**src/rtl/alarm_ram_pkg.sv**
```systemverilog
`timescale 1ns/1ps
`default_nettype none
// ============================================================================
// Module      : alarm_ram_pkg
// Description : Shared constants, command mode encodings and FSM state type
//               for the alarm RAM block-operation initiator.
// Revision    : 1.0 - initial release
// ============================================================================
package alarm_ram_pkg;

  localparam int RAM_ADDR_W = 13;
  localparam int RAM_DATA_W = 32;
  localparam int RAM_BE_W   = RAM_DATA_W / 8;

  localparam logic [1:0] MODE_FILL = 2'd0;
  localparam logic [1:0] MODE_COPY = 2'd1;
  localparam logic [1:0] MODE_SUM  = 2'd2;
  localparam logic [1:0] MODE_RSVD = 2'd3;

  typedef enum logic [2:0] {
    S_IDLE = 3'd0,
    S_RD   = 3'd1,
    S_WAIT = 3'd2,
    S_WR   = 3'd3,
    S_DONE = 3'd4
  } state_t;

endpackage
`default_nettype wire

```
**src/rtl/alarm_ram_dma.sv**
```systemverilog
`timescale 1ns/1ps
`default_nettype none
// ============================================================================
// Module      : alarm_ram_dma
// Description : Avalon-MM initiator performing FILL / COPY / SUM block
//               operations on the single-port alarm RAM (1-cycle read
//               latency, no waitrequest). All outputs are registered.
// Revision    : 1.0 - initial release
// ============================================================================
module alarm_ram_dma
  import alarm_ram_pkg::*;
#(
  parameter int ADDR_W = RAM_ADDR_W,
  parameter int DATA_W = RAM_DATA_W,
  parameter int BE_W   = RAM_BE_W
) (
  input  logic              clk,
  input  logic              reset,
  input  logic              start,
  input  logic [1:0]        mode,
  input  logic [ADDR_W-1:0] src_addr,
  input  logic [ADDR_W-1:0] dst_addr,
  input  logic [ADDR_W:0]   length,
  input  logic [DATA_W-1:0] pattern,
  output logic              busy,
  output logic              done,
  output logic [DATA_W-1:0] result,
  output logic [ADDR_W-1:0] m_address,
  output logic [BE_W-1:0]   m_byteenable,
  output logic              m_chipselect,
  output logic              m_write,
  output logic [DATA_W-1:0] m_writedata,
  output logic              m_clken,
  input  logic [DATA_W-1:0] m_readdata
);

  localparam logic [ADDR_W:0]   CNT_ONE = (ADDR_W+1)'(1);
  localparam logic [ADDR_W-1:0] PTR_ONE = ADDR_W'(1);

  state_t              state_q, state_d;
  logic [1:0]          mode_q, mode_d;
  logic [ADDR_W-1:0]   src_q, src_d;
  logic [ADDR_W-1:0]   dst_q, dst_d;
  logic [ADDR_W:0]     cnt_q, cnt_d;
  logic [DATA_W-1:0]   acc_q, acc_d;
  logic [DATA_W-1:0]   result_q, result_d;
  logic [DATA_W-1:0]   wdata_q, wdata_d;
  logic [ADDR_W-1:0]   addr_q, addr_d;
  logic                cs_q, cs_d;
  logic                we_q, we_d;
  logic [BE_W-1:0]     be_q, be_d;
  logic                busy_q, busy_d;
  logic                done_q, done_d;
  logic                clken_q;
  logic                start_acc;

  // State and registered-output update; reset abandons any operation at once
  always_ff @(posedge clk or posedge reset) begin
    if (reset) begin
      state_q  <= S_IDLE;
      mode_q   <= MODE_FILL;
      src_q    <= '0;
      dst_q    <= '0;
      cnt_q    <= '0;
      acc_q    <= '0;
      result_q <= '0;
      wdata_q  <= '0;
      addr_q   <= '0;
      cs_q     <= 1'b0;
      we_q     <= 1'b0;
      be_q     <= '0;
      busy_q   <= 1'b0;
      done_q   <= 1'b0;
      clken_q  <= 1'b1;
    end else begin
      state_q  <= state_d;
      mode_q   <= mode_d;
      src_q    <= src_d;
      dst_q    <= dst_d;
      cnt_q    <= cnt_d;
      acc_q    <= acc_d;
      result_q <= result_d;
      wdata_q  <= wdata_d;
      addr_q   <= addr_d;
      cs_q     <= cs_d;
      we_q     <= we_d;
      be_q     <= be_d;
      busy_q   <= busy_d;
      done_q   <= done_d;
      clken_q  <= 1'b1;
    end
  end

  // Next-state logic; bus outputs are derived from the next state so they
  // appear registered in the same cycle the FSM occupies RD or WR
  always_comb begin
    state_d   = state_q;
    mode_d    = mode_q;
    src_d     = src_q;
    dst_d     = dst_q;
    cnt_d     = cnt_q;
    acc_d     = acc_q;
    result_d  = result_q;
    wdata_d   = wdata_q;
    start_acc = 1'b0;

    case (state_q)
      S_IDLE: begin
        if (start) begin
          start_acc = 1'b1;
          mode_d    = mode;
          src_d     = src_addr;
          dst_d     = dst_addr;
          cnt_d     = length;
          if (mode == MODE_SUM)  acc_d   = '0;
          if (mode == MODE_FILL) wdata_d = pattern;
          if ((length == '0) || (mode == MODE_RSVD)) state_d = S_DONE;
          else if (mode == MODE_FILL)               state_d = S_WR;
          else                                       state_d = S_RD;
        end
      end
      S_RD: begin
        state_d = S_WAIT;
      end
      S_WAIT: begin
        // Read data returned for the previous RD cycle is valid here
        src_d = src_q + PTR_ONE;
        if (mode_q == MODE_COPY) begin
          wdata_d = m_readdata;
          state_d = S_WR;
        end else begin
          acc_d   = acc_q + m_readdata;
          cnt_d   = cnt_q - CNT_ONE;
          state_d = (cnt_q == CNT_ONE) ? S_DONE : S_RD;
        end
      end
      S_WR: begin
        dst_d = dst_q + PTR_ONE;
        cnt_d = cnt_q - CNT_ONE;
        if (cnt_q == CNT_ONE)        state_d = S_DONE;
        else if (mode_q == MODE_FILL) state_d = S_WR;
        else                          state_d = S_RD;
      end
      S_DONE: begin
        state_d = S_IDLE;
      end
      default: begin
        state_d = S_IDLE;
      end
    endcase

    // Publish the checksum together with the done pulse
    if ((state_d == S_DONE) && (mode_d == MODE_SUM)) result_d = acc_d;

    cs_d   = (state_d == S_RD) || (state_d == S_WR);
    we_d   = (state_d == S_WR);
    be_d   = cs_d ? {BE_W{1'b1}} : '0;
    addr_d = (state_d == S_RD) ? src_d :
             (state_d == S_WR) ? dst_d : addr_q;
    done_d = (state_d == S_DONE);
    // A zero-length command still shows busy for the one cycle after start
    busy_d = start_acc || (state_d == S_RD) || (state_d == S_WAIT) ||
             (state_d == S_WR);
  end

  assign busy         = busy_q;
  assign done         = done_q;
  assign result       = result_q;
  assign m_address    = addr_q;
  assign m_byteenable = be_q;
  assign m_chipselect = cs_q;
  assign m_write      = we_q;
  assign m_writedata  = wdata_q;
  assign m_clken      = clken_q;

endmodule
`default_nettype wire

```
**config.mk**
```make
export PLATFORM = sky130hd
export DESIGN_NAME = alarm_ram_dma
export DESIGN_NICKNAME = d
export VERILOG_FILES = /design/src/rtl/alarm_ram_pkg.sv /design/src/rtl/alarm_ram_dma.sv
export SDC_FILE = /design/constraint.sdc
export NUM_CORES = 1
export LEC_CHECK = 0
export CORE_ASPECT_RATIO = 0.6
export CORE_UTILIZATION = 50
export DETAILED_ROUTE_END_ITERATION = 7
export PLACE_DENSITY_LB_ADDON = 0.08
export SLEW_MARGIN = 15
export SYNTH_ARGS = -nofsm -noshare
export SYNTH_HDL_FRONTEND = slang
export SYNTH_SLANG_ARGS = --single-unit
```
**constraint.sdc**
```tcl
create_clock -name clk -period 10.1 [get_ports clk]
set_input_delay 1.01 -clock clk [delete_from_list [all_inputs] [get_ports clk]]
set_output_delay 1.01 -clock clk [all_outputs]
set_load 0.03 [all_outputs]
```
After elaboration in Yosys (flattened, before gate mapping):

Cells that the tools add are included.

* flip-flop bits (word level): 162
* word-level logic and storage cells: 79

* equal/unequal tests: 16
* reduce and logical (&&, ||, !) cells: 15
* add/sub/neg operators: 4
* mux-type cells: 30

Operators with widths (number)
* $mux W32: 6
* $pmux W32 S2: 2
* $mux W13: 4
* $pmux W13 S2: 2
* $pmux W14 S3: 1
* $add A32 B32 Y32: 1
* $mux W14: 2
* $add A13 B1 Y13 const B: 2
* $mux W3: 5
* $eq A14 B1 Y1 const B: 1
* $logic_not A14 Y1: 1
* $sub A14 B1 Y14 const B: 1
* $eq A3 B2 Y1 const B: 4
* $pmux W3 S4: 1
* $mux W2: 4
* $ne A2 B2 Y1 const B: 4
* $eq A2 B2 Y1 const B: 3
* $eq A3 B1 Y1 const B: 2
* $logic_or A1 B1 Y1: 5
* $logic_not A2 Y1: 2
* $mux W4: 1
* $reduce_and A4 Y1: 1
* $reduce_bool A2 Y1: 2
* $eq A3 B3 Y1 const B: 1
* 6 further kinds: 7

Longest topological paths before layout:

* depth after elaboration: 9
* depth in mapped cells: 12
* mapped depth without buffers: 10

Worst setup path before layout:

No wires, ideal clock.

* path type: in2reg
* from: in m_readdata[0]
* to: reg result_q[26] (netlist: result[26])
* stages: 10
* buffers on the path: 0
* setup time: 125 ps
* setup slack: 6813 ps
* data arrival time: 3162 ps
* path through: ha_1 > fa_1 > a211oi_2 > nor3_1 > nor3_2 > o211ai_2 > o21a_1 > a311oi_1 > xor2_1 > o21ai_1

* longest elaborated chain between the ends: 3

RTL lines
* start, declared: RTL line alarm_ram_dma.sv:34 `input logic [DATA_W-1:0] m_readdata`
* $add A32 B32 Y32: RTL line alarm_ram_dma.sv:132 `acc_d = acc_q + m_readdata;`
* $mux W32: RTL line alarm_ram_dma.sv:128 `if (mode_q == MODE_COPY) begin`
* $pmux W32 S2: RTL line alarm_ram_dma.sv:107 `case (state_q)`
* end signal, assigned: RTL line alarm_ram_dma.sv:82 `result_q <= result_d;`
* end, declared: RTL line alarm_ram_dma.sv:46 `logic [DATA_W-1:0] result_q, result_d;`

No other way between the ends.
A chain may end at the register's enable or synchronous reset.

Final worst setup path:

* from: in start
* to: reg wdata_q[18] (netlist: m_writedata[18])

* longest elaborated chain between the ends: 2

RTL lines
* start, declared: RTL line alarm_ram_dma.sv:19 `input logic start,`
* $ne A2 B2 Y1 (no line)
* $reduce_and A4 Y1 (no line)
* end signal, assigned: RTL line alarm_ram_dma.sv:83 `wdata_q <= wdata_d;`
* end, declared: RTL line alarm_ram_dma.sv:47 `logic [DATA_W-1:0] wdata_q, wdata_d;`

No other way between the ends.

==> impl_metrics.csv <==
group,metric,value,unit
status,status,"completed",
power_and_ir_drop,seq_power_share,0.289,
synthesis,seq_area_frac_synth,0.4407,
setup_path,cp_num_buf_inv,2,
route,drt_iter0_drc,646,
clock_tree,clk_pin_slew,0.07,ns
power_and_ir_drop,power.switching,1888,µW
sta,maxSlewHeadroom,0.2149,
setup_path,rr_worst_depth,7,
sta,min_period,3.812,ns
finish,final_common_cell,"clkdlybuf4s50_1",
setup_path,r2r_end,"result[19]$_DFFE_PP0P_",
global_routing,grt_util_all_layers,0.2834,
finish,fillerInstances,1407,
route,drtPass1Iterations,8,
floorplanning,core_region_area,17360,µm²
finish,syn2layout_area_growth,29.12,%
finish,diodes,0,
floorplanning,dieArea,18500,µm²
synthesis,synth_fp_nets,1170,
synthesis,yosysWarnings,0,
clock_tree,cts_buffers,17,
setup_path,cp_slowest_cell,"clkdlybuf4s50_1",
sta,hold_violations,0,
synthesis,synth-adder-area-share,0.05105,
synthesis,synth_simple_gate_area_frac,0.1950,
setup_path,arrival,4.15,ns
synthesis,synthXorXnorAreaFrac,0.02343,
synthesis,synth_top_flop_cell,"dfrtp_1",
min_path,min_to,"result[9]$_DFFE_PP0P_",
setup_path,critPathMaxStageDelay,0.99,ns
placed_design,dp_slack,5.890,ns
sta,worst_slack,6.288,ns
finish,fin_util,0.6672,
global_routing,grt_pass1_wl,40910,µm
synthesis,synth-edff-count,0,
clock_tree,clk-insertion-delay-late,0.43,ns
synthesis,netlist_area,8971,µm²
finish,fin_nets,1333,
min_path,hold_class,"flop to flop",
sta,worst_pin_slew,1.178,ns
sta,skew,0.01433,ns
setup_path,r2r_slack,6.40,ns
sta,final.setup.tns,0,ns
synthesis,synth_compound_gate_area_share,0.2053,
setup_path,cp-end-kind,"flop",
setup_path,path_delay_family,"simple AND/OR/NAND/NOR gates",
power_and_ir_drop,total_power,4019,µW
global_routing,grt_max_degree,100,
power_and_ir_drop,combPwrFrac,0.550,
clock_tree,post_cts_buffers,0,
min_path,worstHoldStart,"result[9]$_DFFE_PP0P_",
floorplanning,initial_core_util,0.5168,
synthesis,syn_inst,1025,
setup_path,cp_max_fo,33,
setup_path,critPathKind,"primary input to flop",
sta,rsz0062_at_grt,"no",
power_and_ir_drop,clkPwrFrac,0.161,
clock_tree,post_cts_resized,0,
clock_tree,root_buffer,"clkbuf_16",
finish,drive_gt1_frac,0.05912,
job,maxCapViolCount,0,
synthesis,synth_top_family_by_area,"compound AO/OA/AOI/OAI gates",
sta,fmax,262.4,MHz
synthesis,syn_area_per_cell,8.752,µm²
synthesis,ys_types,68,
placed_design,portBuffers,193,
finish,layout_common_cells,"clkdlybuf4s50_1 (193), nand2_1 (186), dfrtp_1 (158)",
clock_tree,cts_tree,"done",
clock_tree,htreeDepth,4,
floorplanning,die_h,105.8,µm
setup_path,start_kind,"primary input",
route,drc,0,
power_and_ir_drop,leakage,0.005077,µW
synthesis,synth_mux_area_frac,0.04603,
clock_tree,clock-sinks,158,
synthesis,synthArstFlopShare,1.000,
power_and_ir_drop,p_sw_frac,0.4699,
placed_design,routabilityCongestion,0.8983,
global_routing,antenna_found_initial,0,
route,totalWireLength,25410,µm
floorplanning,io_pins,195,
global_routing,first_global_vias,7582,
route,wire_per_inst,17.70,µm
clock_tree,cts_hold_buf,0,
power_and_ir_drop,pwr_density_cell,347.0,nW/µm²
floorplanning,rows,37,
global_routing,grt_overflow,0,
route,vias,8218,
clock_tree,clockBufferDepth,2,
route,viasPerCell,5.727,
placed_design,detailed_place_hpwl,18270,µm
min_path,hold_depth,2,
sta,report.final.slew_viol_count,0,
floorplanning,die_w,174.9,µm
synthesis,ys_ff_latch,158,
sta,setup_violations,0,
setup_path,crit_chain,"clkdlybuf4s50_1 -> nand2_1 -> nor3_1 -> or2_2 -> buf_4 -> nor2_1 -> a31oi_1",
setup_path,worstPathRequired,10.44,ns
power_and_ir_drop,p_int,2131,µW
setup_path,crit-reg2reg-launch,"state_q[2]$_DFF_PP0_",
sta,fin_crit_sh,0.3774,
power_and_ir_drop,peakVddDrop,0.0001980,V
route,drtAntennaViolNets,0,
## how the worst max path moves through the flow
stage / depth (start not counted) / start / endpoint
3_5_place_dp: 7 / start / m_writedata[18]$_DFFE_PP0P_
2_1_floorplan: 1 / reset / acc_q[0]$_DFF_PP0_
6_report: 7 / start / m_writedata[18]$_DFFE_PP0P_
4_1_cts: 7 / start / m_writedata[18]$_DFFE_PP0P_
5_1_grt: 7 / start / m_writedata[18]$_DFFE_PP0P_
3_3_place_gp: 11 / m_readdata[0] / acc_q[26]$_DFF_PP0_
## synthesized netlist by cell type (all sizes together), types with 7 or more instances
library cell,n,area (µm²)
o21ai,75,375.4
mux2i,21,210.2
inv,14,52.55
a21oi,79,399.1
ha,35,437.9
o21bai,7,52.55
nor2,111,416.7
nor3,18,95.09
and2,9,56.30
nand3,21,105.1
a221o,7,70.07
dfrtp,158,3954
xnor2,12,105.1
a211oi,7,70.07
xor2,12,105.1
clkbuf,32,120.1
nor2b,7,43.79
a31oi,43,269.0
nor4,8,50.05
o211ai,11,87.58
mux2,18,202.7
a21o,17,127.6
and3,13,81.33
buf,27,168.9
nand2,186,698.2
nand4,10,62.56
## worst register-to-register path, cell delays in order (launching register included)
cell	delay [ns]
dfrtp_1	0.50
nor2_1	0.64
and2_1	0.70
buf_4	0.42
nand2_1	0.62
nor4b_1	0.45
or3_1	0.17
mux2_2	0.14
## logic make-up (layout without fill, tap and decap cells)
group	Yosys count	in the layout
xor+xnor	24	24
compound gates	292	292
buf+inv	73	249
other cells	1	1
fa+ha+maj	36	36
flops	158	158
simple gates	402	402
mux	39	39
## area by class of cell
type	count	area, µm²	share of cell area
sequential	158	3954	0.3413
inverter	14	57.56	0.004969
clock buffer	17	425.4	0.03673
timing repair buffer	203	2007	0.1733
clock inverter	15	158.9	0.01372
multi-input combinational	794	4688	0.4047
tap	234	292.8	0.02528
## per-stage QoR
stage | instance area (µm²) | hold slack (ns) | cells
5_1_grt | 11580 | 0.4997 | 1435
6_report | 11580 | 0.4788 | 1435
3_5_place_dp | 11000 | 0.4624 | 1403
2_1_floorplan | 8971 | 0.4623 | 1025
4_1_cts | 11580 | 0.4790 | 1435
3_3_place_gp | 11000 | 0.4598 | 1403
## power groups by stage
stage	combinational [µW]	clock (µW)	sequential, µW
2_1_floorplan	1230	0	1400
3_3_place_gp	2150	0	1160
3_5_place_dp	2180	0	1160
4_1_cts	2200	655	1160
5_1_grt	2410	684	1200
6_report	2210	646	1160
## flip-flops by register name (all words and copies together), names as in the netlist
signal / count
acc_q: 32
m_writedata: 32
result: 32
cnt_q: 14
dst_q: 13
m_address: 13
src_q: 13
state_q: 3
mode_q: 2
busy: 1
done: 1
m_byteenable: 1
m_write: 1
## per-layer routing
metal / vias to the layer above / track usage / wire [µm]
met5: - / 0 / 0
met4: 0 / 0.06273 / 310
met3: 22 / 0.07179 / 2020
met2: 315 / 0.3659 / 9649
met1: 3898 / 0.4604 / 13430
li1: 3983 / - / -
Power figures use the tool's default switching activity.
